===== src/rtl/mesm6_pic_pkg.sv =====
// mesm6_pic_pkg: register map and vector helper shared by the MESM-6 interrupt controller
package mesm6_pic_pkg;
  localparam logic [3:0] PIC_ACK    = 4'd0;
  localparam logic [3:0] PIC_EOI    = 4'd1;
  localparam logic [3:0] PIC_IECCLR = 4'd2;
  localparam logic [3:0] PIC_IECSET = 4'd3;
  localparam logic [3:0] PIC_IEC    = 4'd4;
  localparam logic [3:0] PIC_IFSCLR = 4'd5;
  localparam logic [3:0] PIC_IFSSET = 4'd6;
  localparam logic [3:0] PIC_IFS    = 4'd7;
  localparam logic [3:0] PIC_MODE   = 4'd8;
  localparam logic [3:0] PIC_ISR    = 4'd9;
  // Highest line maps to vector 1 so vector 0 can mean "nothing pending"
  function automatic int vec_of(input int index, input int nirq);
    return nirq - index;
  endfunction
endpackage


===== src/rtl/mesm6_prio_enc.sv =====
// mesm6_prio_enc: index of the highest set bit of a vector
module mesm6_prio_enc #(
  parameter int N  = 48,
  parameter int IW = (N > 1) ? $clog2(N) : 1
) (
  input  logic [N-1:0]  vec,
  output logic          found,
  output logic [IW-1:0] idx
);
  // ascending scan so the highest set bit is the last one written
  always_comb begin
    found = 1'b0;
    idx   = '0;
    for (int i = 0; i < N; i++)
      if (vec[i]) begin
        found = 1'b1;
        idx   = IW'(i);
      end
  end
endmodule


===== src/rtl/mesm6_vpic.sv =====
// mesm6_vpic: vectored, nesting interrupt controller on the MESM-6 peripheral bus
module mesm6_vpic
  import mesm6_pic_pkg::*;
#(
  parameter int NIRQ = 48,
  parameter int VW   = 6
) (
  input  logic            clk,
  input  logic            reset,
  output logic            interrupt,
  input  logic [NIRQ-1:0] pic_irq,
  input  logic [14:0]     pic_addr,
  input  logic            pic_read,
  input  logic            pic_write,
  input  logic [47:0]     pic_wdata,
  output logic [47:0]     pic_rdata,
  output logic            pic_done
);
  localparam int IW = (NIRQ > 1) ? $clog2(NIRQ) : 1;
  logic [NIRQ-1:0] r_ifs, r_iec, r_isr, r_mode, r_irq_q;
  logic [47:0]     r_rdata;
  logic            r_done;
  logic [3:0]      w_a;
  logic [NIRQ-1:0] w_wd, w_above, w_elig, w_ack_bit, w_eoi_bit;
  logic [NIRQ-1:0] w_ifs_sw, w_ifs_nxt, w_iec_nxt, w_isr_nxt, w_mode_nxt;
  logic            w_isr_found, w_cl_found, w_wr, w_ack;
  logic [IW-1:0]   w_isr_idx, w_cl_idx;
  logic [VW-1:0]   w_vec;
  logic [47:0]     w_rd_mux;
  logic            w_unused;
  assign w_unused = ^{pic_addr[14:4], pic_wdata};
  assign w_a      = pic_addr[3:0];
  assign w_wd     = pic_wdata[NIRQ-1:0];
  assign w_wr     = pic_write;
  mesm6_prio_enc #(.N(NIRQ), .IW(IW)) u_isr_enc (.vec(r_isr),  .found(w_isr_found), .idx(w_isr_idx));
  mesm6_prio_enc #(.N(NIRQ), .IW(IW)) u_cl_enc  (.vec(w_elig), .found(w_cl_found),  .idx(w_cl_idx));
  // only lines strictly above the highest in-service line may preempt
  always_comb begin
    w_above = '0;
    for (int i = 0; i < NIRQ; i++) w_above[i] = !w_isr_found || (IW'(i) > w_isr_idx);
  end
  assign w_elig    = r_ifs & r_iec & ~r_isr & w_above;
  assign interrupt = |w_elig;
  assign w_vec     = w_cl_found ? VW'(vec_of(int'(w_cl_idx), NIRQ)) : '0;
  assign w_ack     = pic_read && (w_a == PIC_ACK) && w_cl_found;
  assign w_ack_bit = w_ack ? NIRQ'(1) << w_cl_idx : '0;
  assign w_eoi_bit = (w_wr && (w_a == PIC_EOI) && w_isr_found) ? NIRQ'(1) << w_isr_idx : '0;
  assign w_ifs_sw  = (w_wr && w_a == PIC_IFS)    ? w_wd :
                     (w_wr && w_a == PIC_IFSSET) ? r_ifs | w_wd :
                     (w_wr && w_a == PIC_IFSCLR) ? r_ifs & ~w_wd : r_ifs;
  // edge lines: software/ACK update, then a fresh rising edge overrides any clear
  assign w_ifs_nxt = (r_mode & ((w_ifs_sw & ~w_ack_bit) | (pic_irq & ~r_irq_q))) | (~r_mode & pic_irq);
  assign w_iec_nxt = (w_wr && w_a == PIC_IEC)    ? w_wd :
                     (w_wr && w_a == PIC_IECSET) ? r_iec | w_wd :
                     (w_wr && w_a == PIC_IECCLR) ? r_iec & ~w_wd : r_iec;
  assign w_mode_nxt = (w_wr && w_a == PIC_MODE) ? w_wd : r_mode;
  assign w_isr_nxt  = (r_isr | w_ack_bit) & ~w_eoi_bit;
  // read data is taken from pre-update state so a same-cycle write is not visible
  always_comb begin
    case (w_a)
      PIC_ACK:  w_rd_mux = 48'(w_vec);
      PIC_IEC:  w_rd_mux = 48'(r_iec);
      PIC_IFS:  w_rd_mux = 48'(r_ifs);
      PIC_MODE: w_rd_mux = 48'(r_mode);
      PIC_ISR:  w_rd_mux = 48'(r_isr);
      default:  w_rd_mux = '0;
    endcase
  end
  // register state; the claim side effects land together with the returned vector
  always_ff @(posedge clk) begin
    if (reset) begin
      r_ifs   <= '0;
      r_iec   <= '0;
      r_isr   <= '0;
      r_mode  <= '0;
      r_irq_q <= '0;
      r_rdata <= '0;
      r_done  <= 1'b0;
    end else begin
      r_ifs   <= w_ifs_nxt;
      r_iec   <= w_iec_nxt;
      r_isr   <= w_isr_nxt;
      r_mode  <= w_mode_nxt;
      r_irq_q <= pic_irq;
      r_rdata <= pic_read ? w_rd_mux : r_rdata;
      r_done  <= pic_read | pic_write;
    end
  end
  assign pic_rdata = r_rdata;
  assign pic_done  = r_done;
endmodule


===== config.mk =====
export PLATFORM = sky130hd
export DESIGN_NAME = mesm6_vpic
export DESIGN_NICKNAME = d
export VERILOG_FILES = /design/src/rtl/mesm6_pic_pkg.sv /design/src/rtl/mesm6_prio_enc.sv /design/src/rtl/mesm6_vpic.sv
export SDC_FILE = /design/constraint.sdc
export NUM_CORES = 1
export LEC_CHECK = 0
export BUFFER_PORTS_ARGS = -buffer_cell sky130_fd_sc_hd__buf_2
export CORE_AREA = 10 10 197 199
export CTS_BUF_LIST = sky130_fd_sc_hd__clkbuf_4
export CTS_CLUSTER_SIZE = 40
export DETAILED_ROUTE_END_ITERATION = 8
export DIE_AREA = 0 0 207 209
export GPL_ROUTABILITY_DRIVEN = 0
export SLEW_MARGIN = 20
export SYNTH_ARGS = -nofsm -noshare
export SYNTH_HDL_FRONTEND = slang
export SYNTH_HIERARCHICAL = 1
export SYNTH_SLANG_ARGS = --single-unit

===== constraint.sdc =====
create_clock -name clk -period 6.5 [get_ports clk]
set_input_delay 0.65 -clock clk [delete_from_list [all_inputs] [get_ports clk]]
set_output_delay 0.65 -clock clk [all_outputs]
set_load 0.1 [all_outputs]

-- Word level (Yosys, flattened, before mapping)
Cells that the tools add are included.
- output and inout port bits: 50
- bits of input ports: 115
- register bits: 289
- word-level logic and storage cells: 352
- add/subtract/negate cells: 1
- equal/unequal tests: 9
- shifts and indexed selects: 2
- mux-type cells: 200
- reductions and logical operators: 63
- order comparisons: 48
- bitwise gates (word level): 22
- operators with widths (cell ; number):
    $and 48x48->48 ; 10
    $mux 48 ; 8
    $not 48->48 ; 6
    $or 48x48->48 ; 5
    $pmux 48 s5 ; 1
    $mux 6 ; 33
    $mux 5 ; 32
    $mux 1 ; 98
    $gt 5x6->1 const A ; 16
    $gt 6x6->1 const A ; 16
    $shl 1x6->48 const A ; 2
    $mux 4 ; 16
    $gt 4x6->1 const A ; 8
    $logic_or 1x1->1 ; 48
    $reduce_or 48->1 ; 1
    $gt 3x6->1 const A ; 4
    $mux 3 ; 8
    $eq 4x3->1 const B ; 4
    $gt 1x6->1 const A ; 2
    $gt 2x6->1 const A ; 2
    $logic_and 1x1->1 ; 11
    $eq 4x2->1 const B ; 2
    $eq 4x4->1 const B ; 2
    $mux 2 ; 4
    other kinds (6) ; 6

-- Logic depth before layout (Yosys ltp)
- word-level depth: 106
- depth in mapped cells: 24

-- Hierarchy
Netlist, hierarchy kept.
- modules (own cells, without submodules) (module ; times used ; area an instance (sq um) ; cells an instance):
    mesm6_vpic ; 1 ; 13594.3 ; 1743
    mesm6_prio_enc ; 2 ; 565.5 ; 101

-- Least setup slack after synthesis
OpenSTA, ideal clock, no wires.
- kind: reg-to-reg
- start point: register r_isr[24]
- end point: register r_ifs[40]
- setup time: 0.128 ns
- cell stages (with the launch flop): 21
- period minus slack after synthesis: 4.851 ns
- arrival time: 4.723 ns
- setup slack: 1.649 ns
- path through: dfxtp_1 or4_1 or2_1 nand2b_4 or4_4 buf_4 buf_2 buf_2 a211oi_1 inv_1 a2111oi_0 o31ai_1 a221oi_1 o311ai_1 inv_1 ha_1 ha_1 clkbuf_1 nand2_1 a32oi_1 nor2_1
- RTL lines (what ; line ; RTL):
    from (decl) ; mesm6_vpic.sv:20 ; logic [NIRQ-1:0] r_ifs, r_iec, r_isr, r_mode, r_irq_q;
    from (signal assigned) ; mesm6_vpic.sv:82 ; r_isr <= w_isr_nxt;
    $mux 1 (24 in series) ; mesm6_prio_enc.sv:15 ; if (vec[i]) begin
    net w_isr_found ; mesm6_vpic.sv:26 ; logic w_isr_found, w_cl_found, w_wr, w_ack;
    $logic_not 1->1 ; mesm6_vpic.sv:40 ; for (int i = 0; i < NIRQ; i++) w_above[i] = !w_isr_found || (IW'(i) > w_isr_idx);
    $logic_or 1x1->1 ; mesm6_vpic.sv:40 ;
    $and 48x48->48 ; mesm6_vpic.sv:42 ; assign w_elig = r_ifs & r_iec & ~r_isr & w_above;
    net w_elig[8] ; mesm6_vpic.sv:24 ; logic [NIRQ-1:0] w_wd, w_above, w_elig, w_ack_bit, w_eoi_bit;
    $mux 4 (8 in series) ; mesm6_prio_enc.sv:15 ;
    $mux 5 (16 in series) ; mesm6_prio_enc.sv:15 ;
    $mux 6 (16 in series) ; mesm6_prio_enc.sv:15 ;
    net w_cl_idx[0] ; mesm6_vpic.sv:27 ; logic [IW-1:0] w_isr_idx, w_cl_idx;
    $shl 1x6->48 ; mesm6_vpic.sv:46 ; assign w_ack_bit = w_ack ? NIRQ'(1) << w_cl_idx : '0;
    $mux 48 ; mesm6_vpic.sv:46 ;
    $not 48->48 ; mesm6_vpic.sv:52 ; assign w_ifs_nxt = (r_mode & ((w_ifs_sw & ~w_ack_bit) | (pic_irq & ~r_irq_q))) | (~r_mode & pic_irq);
    $and 48x48->48 ; mesm6_vpic.sv:52 ;
    $or 48x48->48 ; mesm6_vpic.sv:52 ;
    $and 48x48->48 ; mesm6_vpic.sv:52 ;
    $or 48x48->48 ; mesm6_vpic.sv:52 ;
    to (signal assigned) ; mesm6_vpic.sv:80 ; r_ifs <= w_ifs_nxt;
    to (decl) ; mesm6_vpic.sv:20 ;
The timed path passes the listed nets, and every way through them passes these cells.
A chain may end at the register's enable or synchronous reset.

-- Final worst setup path
- start point: register r_isr[8]
- end point: output interrupt
- longest elaborated chain between the ends: 44
- RTL lines (what ; line ; RTL):
    $mux 4 (8 in series) ; mesm6_prio_enc.sv:15 ;
    $mux 5 (16 in series) ; mesm6_prio_enc.sv:15 ;
    $mux 6 (16 in series) ; mesm6_prio_enc.sv:15 ;
    net w_isr_idx[2] ; mesm6_vpic.sv:27 ;
    $gt 4x6->1 ; mesm6_vpic.sv:40 ;
    $logic_or 1x1->1 ; mesm6_vpic.sv:40 ;
    $and 48x48->48 ; mesm6_vpic.sv:42 ;
    net w_elig[12] ; mesm6_vpic.sv:24 ;
    $reduce_or 48->1 ; mesm6_vpic.sv:43 ; assign interrupt = |w_elig;
    to (decl) ; mesm6_vpic.sv:10 ; output logic interrupt,
The timed path passes the listed nets, and every way through them passes these cells.

==> qor.txt <==
slack of the critical path: 0.401 ns
GRT Util Overall: 26.3%
worst stage delay on the critical path: 0.57 ns
detailed-router iteration count before antenna repair: 8
Initial Util: 42.0%
syn_nets: 2066
Fin Hold WS: 0.110 ns
unrepaired setup endpoints after global routing: false
complex-gate fraction of the synthesized area: 29.7%
WS Path Type: reg2out
final setup TNS: 0 ns
first-pass GRT wire length: 91700 microns
CTS Buffer Depth: 3
met3 wire length: 6060 microns
Layout area overhead: 15.5%
post-synth top area share: 39.3%
HP Class: in2reg
Die Height: 209 microns
Startpoint Class: flip-flop
CTS tree: built
full die area: 43300 sq um
crit share post-route: 93.8%
Worst path slowest cell: or4_1
MaxCap Viol Count: 0
Post-synth ARST share: 0%
DP Worst Slack: 0.719 ns
IO Count: 165
core footprint: 35100 sq um
clock sink count: 289
vias post-DR: 16300
crit path time final: 6.10 ns
fmax: 164 MHz
Rows: 69
number of synthesized flops with an enable pin: 0
Req. time, crit path: 5.85 ns
Slew Limit Fails: 0
routed wire length: 60200 microns
Synth Area in Simple Gates: 25.6%
WL met2: 26800 microns
area leader, netlist: dfxtp_1
largest family of logic cells by synthesized area: compound AO/OA/AOI/OAI gates
register bit total from synthesis: 289
ratio of cells with drive above 1 in the final layout: 17.5%
Met1 Wirelength: 25100 microns
maximum vdd ir drop: 0.135 mV
initial DRC count: 2440
Via density: 6.25
Post-Synth Adder-Cell Area: 0.578%
multiplexer share of the synthesized area: 0%
Setup-failing EPs final: 0
nets: 2218
synth warn: 6
synthesized area: 14700 sq um
H-tree Lvls: 3
Netlist cell types: 72
crit-path max FO: 14
largest cells by area after synthesis: dfxtp_1 39%, nand2_1 9.3%, a21oi_1 8.3%, nor2_1 6.0%, a22oi_1 3.5%
Leak: 0.00623 uW
Synth Area in XOR/XNOR: 0.178%
Top Metal Used: met5
CP Capture Type: output pin
Setup Buffers After CTS: 0
Pwr Density: 226 nW/um^2
WP data arrival: 5.45 ns
final hold vios: 0
grt total ovfl: 0
worst skew pair latency: 0.78 ns
number of global-route vias before repair: 15500
Clock transition at path regs: 0.06 ns
worst rel slew slack: 26.7%
clock root cell: clkbuf_4
Synth Flop Type: dfxtp_1
antenna-violating nets left: 0
measured slew at the worst slew-check pin: 1.10 ns
Post-route DRC: 0
DR WL/cell: 23.1 microns
initial antenna violation count: 8
Cells after Synth: 1945
Synth Area per Inst: 7.57 sq um
Die W: 207 microns
Port Buf Inserts: 153
clk_skew: 0.0372 ns
clock buffer count from CTS: 81
status: finished clean
register area share after synthesis: 39.3%
CP cell instances: or4_1 -> o21ai_1 -> nand3_1 -> a31o_1 -> a21oi_2 -> nand2_2 -> a21oi_2 -> nor3_1 -> a2111o_1 -> or4_1 -> nor4b_2 -> nand4_1 -> buf_2
pin count of the biggest net entering global routing: 163
Post-DP HPWL: 41100 microns
-- worst max-delay path: cells and delay by family (launching register included) --
| family | cells | cell delay, ns |
|---|---|---|
| simple gates | 7 | 2.31 |
| compound gates | 5 | 1.59 |
| flops | 1 | 0.40 |
| buf+inv | 1 | 0.39 |
-- cell type report --
| class | instances | area, sq um |
|---|---|---|
| Multi-Input combinational cell | 1487 | 8310 |
| Tap cell | 461 | 577 |
| Timing Repair Buffer | 212 | 1290 |
| Antenna cell | 3 | 7.51 |
| Fill cell | 3628 | 18000 |
| Inverter | 26 | 97.6 |
| Clock inverter | 12 | 45.0 |
| Clock buffer | 119 | 893 |
| Sequential cell | 289 | 5790 |
-- logic make-up (layout without fill, tap and decap cells) --
kind of cell    after synthesis  in the layout
compound gates              650            650
simple gates                827            827
other cells                   0              3
xor+xnor                      3              3
fa+ha+maj                     7              7
buf+inv                     169            369
flops                       289            289
-- path summary, 6_finish.rpt --
check / startpoint / to / slack (ns) / depth (start not counted)
min reg2reg: pic_rdata[1] / pic_rdata[1] / 0.48 / 2
max: r_isr[8] / interrupt / 0.40 / 13
max reg2reg: r_isr[16] / r_ifs[18] / 0.68 / 20
min: pic_irq[1] / r_irq_q[1] / 0.11 / 2
-- per-stage QoR --
step | instances | util, % | power [uW] | cell area [sq um]
floorplan | 1945 | - | 2100 | 14700
finish | 2609 | 48.5 | 3850 | 17000
global route | 2608 | 48.5 | 4030 | 17000
detailed placement | 2475 | 45.8 | 2280 | 16000
global placement | 2475 | 45.8 | 2270 | 16000
CTS | 2606 | 48.5 | 3880 | 17000
-- cell usage in the layout (no fill, tap or decap), drive strengths merged, types with 32 or more instances in the layout --
master / Yosys / routed
dfxtp: 289 / 289
nor2: 238 / 238
a32oi: 48 / 48
o21ai: 80 / 80
a21oi: 245 / 245
nand2: 369 / 369
a211oi: 61 / 61
a22oi: 68 / 68
a222oi: 45 / 45
a32o: 32 / 32
nor3: 44 / 44
buf: 28 / 211
clkbuf: 115 / 120
nor2b: 61 / 61
-- cells in the mapped netlist, types with 7 or more instances --
| cell | n |
|---|---|
| a22oi_1 | 68 |
| and4b_1 | 7 |
| and3_1 | 9 |
| inv_1 | 26 |
| o31ai_1 | 11 |
| clkbuf_1 | 115 |
| nand3_1 | 9 |
| o21ai_1 | 12 |
| a211oi_1 | 61 |
| nor3_1 | 42 |
| a21oi_1 | 244 |
| a32o_1 | 32 |
| a32oi_1 | 48 |
| buf_2 | 14 |
| nor2_1 | 236 |
| nand2b_1 | 7 |
| nor4_1 | 12 |
| a221oi_1 | 8 |
| nor2b_1 | 61 |
| buf_1 | 8 |
| o21ai_0 | 68 |
| or4_1 | 7 |
| nand2_1 | 363 |
| a222oi_1 | 45 |
| and2_1 | 8 |
| nand3b_1 | 19 |
| dfxtp_1 | 289 |
-- where the power goes --
part / switching (uW) / total [uW] / internal, uW
sequential: 27.4 / 1840 / 1820
clock: 771 / 1600 / 824
combinational: 269 / 410 / 141
-- layer usage --
metal / up-vias / track usage (%)
li1: 7440 / -
met1: 7761 / 34.1
met2: 928 / 40.3
met3: 180 / 6.84
met4: 10 / 12.0
met5: - / 0
-- what timing repair did --
action / in CTS / in global routing
resized for setup: 0 / 1
endpoints found under the setup margin: 0 / 1
hold buffers: 0 / 0
No activity file was read; power rests on OpenSTA's default activity.
